File: src/rtl/bus_dec_pkg.sv
// Shared types, error codes and helpers for the sequential bus decoder.
package bus_dec_pkg;

  typedef enum logic [1:0] {
    StIdle,
    StDecode,
    StWait,
    StResp
  } state_e;

  localparam logic [1:0] ERR_OK       = 2'b00;
  localparam logic [1:0] ERR_UNMAPPED = 2'b01;
  localparam logic [1:0] ERR_TIMEOUT  = 2'b10;

  localparam int unsigned MaxSlv = 16;

  function automatic logic [MaxSlv-1:0] onehot(input logic [3:0] idx);
    return MaxSlv'(1) << idx;
  endfunction

endpackage

File: src/rtl/bus_addr_match.sv
// Combinational wildcard address matcher; the lowest-indexed hitting slave wins.
module bus_addr_match #(
  parameter int unsigned ADDR_W  = 4,
  parameter int unsigned NUM_SLV = 6,
  parameter logic [NUM_SLV*ADDR_W-1:0] MATCH = 24'hA8_6420,
  parameter logic [NUM_SLV*ADDR_W-1:0] MASK  = 24'hEE_EEEE,
  localparam int unsigned IdxW = (NUM_SLV > 1) ? $clog2(NUM_SLV) : 1
) (
  input  logic [ADDR_W-1:0] addr_i,
  output logic              hit_o,
  output logic [IdxW-1:0]   idx_o
);

  // Walk from the top down so the lowest matching index is written last.
  always_comb begin
    hit_o = 1'b0;
    idx_o = '0;
    for (int i = NUM_SLV - 1; i >= 0; i--) begin
      if (((addr_i ^ MATCH[i*ADDR_W +: ADDR_W]) & MASK[i*ADDR_W +: ADDR_W]) == '0) begin
        hit_o = 1'b1;
        idx_o = IdxW'(i);
      end
    end
  end

endmodule

File: src/rtl/bus_decoder_seq.sv
// Registered bus decoder: one request at a time, one-hot slave select,
// acknowledge with timeout, and a held response with error code.
module bus_decoder_seq
  import bus_dec_pkg::*;
#(
  parameter int unsigned ADDR_W  = 4,
  parameter int unsigned DATA_W  = 8,
  parameter int unsigned NUM_SLV = 6,
  parameter logic [NUM_SLV*ADDR_W-1:0] MATCH = 24'hA8_6420,
  parameter logic [NUM_SLV*ADDR_W-1:0] MASK  = 24'hEE_EEEE,
  parameter int unsigned TIMEOUT = 15
) (
  input  logic                      clk,
  input  logic                      rst_n,
  input  logic                      req_valid_i,
  output logic                      req_ready_o,
  input  logic [ADDR_W-1:0]         req_addr_i,
  output logic [NUM_SLV-1:0]        sel_o,
  input  logic [NUM_SLV-1:0]        slv_ack_i,
  input  logic [NUM_SLV*DATA_W-1:0] slv_rdata_i,
  output logic                      rsp_valid_o,
  input  logic                      rsp_ready_i,
  output logic [DATA_W-1:0]         rsp_data_o,
  output logic [1:0]                rsp_err_o
);

  localparam int unsigned IdxW = (NUM_SLV > 1) ? $clog2(NUM_SLV) : 1;
  localparam int unsigned TmrW = $clog2(TIMEOUT + 1);

  state_e              state_q, state_d;
  logic [ADDR_W-1:0]   addr_q, addr_d;
  logic [IdxW-1:0]     idx_q, idx_d;
  logic [NUM_SLV-1:0]  sel_q, sel_d;
  logic [TmrW-1:0]     timer_q, timer_d;
  logic [DATA_W-1:0]   data_q, data_d;
  logic [1:0]          err_q, err_d;

  logic                match_hit;
  logic [IdxW-1:0]     match_idx;
  logic                ack;
  logic [DATA_W-1:0]   rdata;

  bus_addr_match #(
    .ADDR_W (ADDR_W),
    .NUM_SLV(NUM_SLV),
    .MATCH  (MATCH),
    .MASK   (MASK)
  ) u_match (
    .addr_i(addr_q),
    .hit_o (match_hit),
    .idx_o (match_idx)
  );

  // Only the registered winner's ack and data are ever looked at.
  assign ack   = slv_ack_i[idx_q];
  assign rdata = slv_rdata_i[idx_q*DATA_W +: DATA_W];

  always_comb begin
    state_d = state_q;
    addr_d  = addr_q;
    idx_d   = idx_q;
    sel_d   = sel_q;
    timer_d = timer_q;
    data_d  = data_q;
    err_d   = err_q;
    unique case (state_q)
      StIdle: begin
        if (req_valid_i) begin
          addr_d  = req_addr_i;
          state_d = StDecode;
        end
      end
      StDecode: begin
        if (match_hit) begin
          idx_d   = match_idx;
          sel_d   = NUM_SLV'(onehot(4'(match_idx)));
          timer_d = '0;
          state_d = StWait;
        end else begin
          err_d   = ERR_UNMAPPED;
          data_d  = '0;
          state_d = StResp;
        end
      end
      StWait: begin
        if (ack) begin
          data_d  = rdata;
          err_d   = ERR_OK;
          sel_d   = '0;
          state_d = StResp;
        end else if (timer_q == TmrW'(TIMEOUT - 1)) begin
          data_d  = '0;
          err_d   = ERR_TIMEOUT;
          sel_d   = '0;
          state_d = StResp;
        end else begin
          timer_d = timer_q + TmrW'(1);
        end
      end
      StResp: begin
        if (rsp_ready_i) state_d = StIdle;
      end
      default: state_d = StIdle;
    endcase
  end

  always_ff @(posedge clk or negedge rst_n) begin
    if (!rst_n) begin
      state_q <= StIdle;
      addr_q  <= '0;
      idx_q   <= '0;
      sel_q   <= '0;
      timer_q <= '0;
      data_q  <= '0;
      err_q   <= ERR_OK;
    end else begin
      state_q <= state_d;
      addr_q  <= addr_d;
      idx_q   <= idx_d;
      sel_q   <= sel_d;
      timer_q <= timer_d;
      data_q  <= data_d;
      err_q   <= err_d;
    end
  end

  assign req_ready_o = (state_q == StIdle);
  assign rsp_valid_o = (state_q == StResp);
  assign sel_o       = sel_q;
  assign rsp_data_o  = data_q;
  assign rsp_err_o   = err_q;

endmodule

File: config.mk
export PLATFORM = sky130hd
export DESIGN_NAME = bus_decoder_seq
export DESIGN_NICKNAME = d
export VERILOG_FILES = /design/src/rtl/bus_dec_pkg.sv /design/src/rtl/bus_addr_match.sv /design/src/rtl/bus_decoder_seq.sv
export SDC_FILE = /design/constraint.sdc
export NUM_CORES = 1
export LEC_CHECK = 0
export CAP_MARGIN = 10
export CORE_MARGIN = 8
export CORE_UTILIZATION = 32
export DETAILED_ROUTE_END_ITERATION = 7
export PLACE_DENSITY_LB_ADDON = 0.15
export SETUP_SLACK_MARGIN = 0.2
export SKIP_CTS_REPAIR_TIMING = 1
export SLEW_MARGIN = 10
export SYNTH_ARGS = -nofsm -noshare
export SYNTH_HDL_FRONTEND = slang
export SYNTH_SLANG_ARGS = --single-unit
File: constraint.sdc
create_clock -name clk -period 3.7 [get_ports clk]
set_clock_uncertainty 0.1 [all_clocks]
set_input_delay 0.555 -clock clk [delete_from_list [all_inputs] [get_ports clk]]
set_output_delay 0.555 -clock clk [all_outputs]
set_load 0.02 [all_outputs]
# Yosys cells after proc, flatten, opt, wreduce, memory -nomap -nowiden
# Cells that the tools add are included.
# totals
rom_bits	0
out_inout_bits	18
mem_count	0
word_cells	77
in_bits	62
latchBits	0
reg_bits	29
ram_bits	0
# classes
n_div	0
mul	0
n_eq_ne	11
n_reduce_logical	14
n_shift	2
muxes	36
n_addsub	1
magnitude_cmp	1
bitwise	5
# ops
operator	n
variable part select 48 x 7 -> 8 bit	1
zero test 4 bit	6
two-way mux 8 bit	3
two-way mux 3 bit	6
two-way mux 6 bit	3
case mux 8 bit (2 select lines)	1
two-way mux 2 bit	7
two-way mux 4 bit	3
case mux 6 bit (2 select lines)	1
!= test 2 bit (second input constant)	5
AND reduction 3 bit	3
two-way mux 1 bit	8
case mux 2 bit (4 select lines)	1
case mux 4 bit (2 select lines)	1
<< shifter 1 x 3 -> 6 bit (first input constant)	1
adder 4 x 1 -> 4 bit (second input constant)	1
== test 2 bit (second input constant)	2
== test 4 bit (second input constant)	1
less-than comparator 3 x 4 -> 1 bit (second input constant)	1
NOT 2 bit	2
case mux 2 bit (2 select lines)	1
AND reduction 2 bit	2
AND reduction 4 bit	1
binary-select mux 1 bit (select 3 bit)	1
other kinds (6)	8

# Depth between registers and ports, before layout
# depth
depth_word	11
mapped_depth	9

# Modules after synthesis
# A second synthesis with hierarchy kept.
# unflattened
hier_cells	173
hier_area_um2	1930.6
# by_module_without_submodules
mod	cells_each	instances	area_per_inst_um2	seq_area_each_um2
bus_decoder_seq	169	1	1904.3	725.7
bus_addr_match	4	1	26.3	0.0

# Worst setup path after synthesis
# Ideal clock, no wire load.
# synth_path
path_kind	register -> register
startpoint	register state_q[0]
endpoint	register data_q[2] (netlist: rsp_data_o[2])
slack_ns	1.760
arrival_ns	1.719
stages_incl_launch_ff	9
path_cell_list	dfrtp_1 > inv_1 > ha_1 > buf_2 > inv_1 > o21ai_0 > o21ai_2 > buf_2 > a22o_1
# synth_via
elab_chain_cells	3
elab_cells_between_ends	7
classes_between	eq/ne (4); mux (1); reduce/logical (2)
# synth_rtl
element	line_no	rtl
start, declared	bus_decoder_seq.sv:30	state_e state_q, state_d;
start signal, assigned	bus_decoder_seq.sv:109	state_q <= StIdle;
start signal, assigned	bus_decoder_seq.sv:117	state_q <= state_d;
== test 2 bit or == test 2 x 1 -> 1 bit (tied branches)	bus_decoder_seq.sv:66	unique case (state_q)
!= test 3 bit (no source line) (tied with other cells)	-	
AND reduction 3 bit (no source line)	-	
end signal, assigned	bus_decoder_seq.sv:122	data_q <= data_d;
end, declared	bus_decoder_seq.sv:35	logic [DATA_W-1:0] data_q, data_d;
# Several ways; a longest one is shown, not always the timed one.
# A chain may end at the register's enable or synchronous reset.

# Final worst setup path
# Same ends and word-level chain as after synthesis.

==> key figures <==
Clock tree
  – CTS tree: yes
  – Clock-pin slew on the worst setup and hold paths: 100 ps
  – Depth of the CTS H-tree: 1
  – Clk sink count: 28
  – CTS Buf Count: 3
  – Clock insertion delay at the later pin of the skew report: 270 ps
  – Clock root buffer: clkbuf_8
  – Max Buffers Root-to-Sink: 2

Final layout
  – Final Cell Area: 0.00274 mm^2
  – Area Overhead vs Synth: 45.6%
  – Layout cells sized above 1: 8.71%
  – Filler cell count: 575
  – Nets: 311
  – Antenna fix cells: 0
  – Reg area: 701 um^2
  – Non-Filler Instances: 316
  – Area occupied by multi-input gates: 0.00105 mm^2

Global routing
  – Total global routing overflow: 0
  – Vias in the first global route: 1634
  – GRT Util Overall: 12.4%
  – First-pass GRT wire length: 8.55 mm
  – Initial antenna violation count: 0
  – Largest net degree at the start of global routing: 29

Power
  – Pwr/cell area: 700 mW/mm^2
  – Cell-internal power: 1.07 mW
  – Logic pwr share: 59.7%
  – Worst IR drop on VDD: 0.000321 V
  – Seq pwr share: 31.7%
  – Clk pwr share: 8.6%
  – Switch share: 44.2%
  – Leak: 1.15 nW
  – Switch Pwr: 848 uW

Setup path
  – Critical Path Slowest Stage Cell: ha_1
  – Largest stage delay on the critical path: 480 ps
  – Crit-path leading delay family: compound AO/OA/AOI/OAI gates
  – CP max FO: 11
  – R2r worst-path depth: 6
  – Worst r2r src: state_q[0]
  – Worst EP arrival: 2520 ps
  – Crit start category: register
  – CP bufs+invs: 2
  – Crit-path cells: inv_1, ha_1, inv_1, o21ai_0, nor3b_4, a22o_1
  – R2R Setup Slk: 1290 ps
  – Most used cell, CP: inv_1
  – CP required: 3810 ps
  – Crit path from: state_q[0]
  – R2r endpoint: rsp_data_o[2]
  – Nature of the critical path endpoint: register
  – Kind of critical path: register to register

Synth
  – Yosys cell types: 43
  – Top post-synthesis cells by area: dfrtp_1 (37%), mux4_1 (11%), mux2i_1 (6.9%)
  – Most frequent cell after synthesis: dfrtp_1
  – Synth warnings: 0
  – Post-Syn Nets: 236
  – Most used DFF post-synth: dfrtp_1
  – Post-synth EDFFs: 0
  – Synth Area per Inst: 11.2 um^2
  – Synthesized cell area: 0.00188 mm^2
  – Seq/Total Area, Yosys: 37.2%
  – Async S/R FF share, synth: 100%
  – Yosys top cell area share: 37.2%
  – Yosys top cell by area: dfrtp_1
  – Top post-synthesis cells by count: dfrtp_1 (28), nand2_1 (17), inv_1 (15)
  – Gate Count Post-Synth: 168
  – Flops & latches, synth: 28

Routing
  – Post-route DRC: 0
  – DR vias: 1548
  – Antenna-violating nets left: 0
  – WL final: 5.20 mm
  – Pre-antenna DRT Iters: 4
  – DRT iter0 DRCs: 67
  – Wire per inst: 16.5 um
  – Vias per cell: 4.90

Floorplanning
  – Die Ht: 92.7 um
  – Die X-Extent: 92.7 um
  – DIE AREA: 0.00860 mm^2
  – Core region area: 0.00582 mm^2
  – IO Count: 80
  – Initial core utilization: 32.4%
  – Row count: 28

Run
  – Max_cap viols: 0

Timing
  – Crit share post-route: 65.1%
  – Post-route setup TNS: 0 ps
  – Fin. Hold Viols: 0
  – Highest Clock Rate: 415 MHz
  – Pins Over Slew Limit: 0
  – RSZ-0062 raised after global routing: no
  – Worst-Margin Slew: 559 ps
  – Final setup vio count: 0
  – Slew HR: 62.7%
  – Min Tclk post-route: 2410 ps

Placement
  – Gpl congestion: 0.798
  – DP Area: 0.00270 mm^2
  – Placed cells: 313
  – Hpwl dp: 4.23 mm
  – Port buffer count: 78

Worst hold path
  – Worst Hold Launch: rsp_err_o[0]
  – Hold WC Path Type: register to register
  – Hold path cells: 2
  – Hold Path Sink: rsp_err_o[0]

Status
  – Status: completed
==> power by group through the flow <==
stage / combinational [mW] / sequential, mW / clock, mW
global placement: 1.15 / 0.616 / 0
floorplan: 0.823 / 0.606 / 0
detailed placement: 1.15 / 0.617 / 0
global route: 1.26 / 0.639 / 0.183
finish: 1.14 / 0.608 / 0.165
CTS: 1.16 / 0.613 / 0.171
==> how the worst max path moves through the flow <==
stage,to,slack [ps],cells past startpoint
6_report,rsp_data_o[2],1290,6
3_5_place_dp,state_q[1],1220,6
2_1_floorplan,rsp_data_o[2],1760,8
4_1_cts,rsp_data_o[2],1270,6
3_3_place_gp,state_q[1],1220,6
5_1_grt,rsp_data_o[1],1060,6
==> state kept, by name, indices dropped and copies added (netlist names) <==
name	cells
addr_q	3
idx_q	3
state_q	2
sel_o	6
rsp_err_o	2
rsp_data_o	8
timer_q	4
==> placed cells by master, fill, tap and decap left out, types with 3 or more instances in the layout <==
cell	Yosys	routed
o21ai_0	7	7
clkbuf_8	0	3
nand2_1	17	17
ha_1	6	6
nor2_1	6	6
clkdlybuf4s50_1	0	78
inv_1	15	15
nand3_1	3	3
mux2i_1	13	13
mux2_2	3	3
a22o_1	9	9
nand2b_1	3	3
dfrtp_1	28	28
o22ai_1	9	9
mux4_1	8	8
==> cell families after synthesis <==
logic type,synth area share [%]
and+or+nand+nor,11.8
AOI/OAI and AO/OA,18.9
DFF,37.2
muxes,21.2
buffers and inverters,6.84
adders and majority gates,3.99
==> layout make-up <==
cell class / count / area share [%]
multi-input combinational: 115 / 38.4
clock buffer: 3 / 1.51
sequential: 28 / 25.6
inverter: 15 / 2.05
timing repair buffer: 80 / 29.0
tap: 75 / 3.42
==> metrics by stage <==
| step | setup slack, ps | hold slack, ps | util [%] | power, mW |
|---|---|---|---|---|
| after global placement | 1220 | 362 | 46.4 | 1.77 |
| after CTS | 1270 | 392 | 47.1 | 1.94 |
| final | 1290 | 385 | 47.1 | 1.92 |
| after detailed placement | 1220 | 365 | 46.4 | 1.77 |
| after floorplan | 1760 | 159 | - | 1.43 |
| after global routing | 1060 | 407 | 47.1 | 2.08 |
==> metal layers <==
layer  share of wire (%)  vias to the layer above  track usage [%]  wire length, um
met3                 3.9                        2             2.18              203
met1                  42                      751             15.4             2200
met4                0.46                        0             1.61               24
met5                   0                        -                0                0
met2                  53                       22             22.3             2770
li1                    -                      773                -                -
==> worst min-delay path, cell delays in order, from the launching register on <==
cell     delay, ps
dfrtp_1        350
nand2_1         50
o21ai_0         60
(Power assumes the default switching activity.)
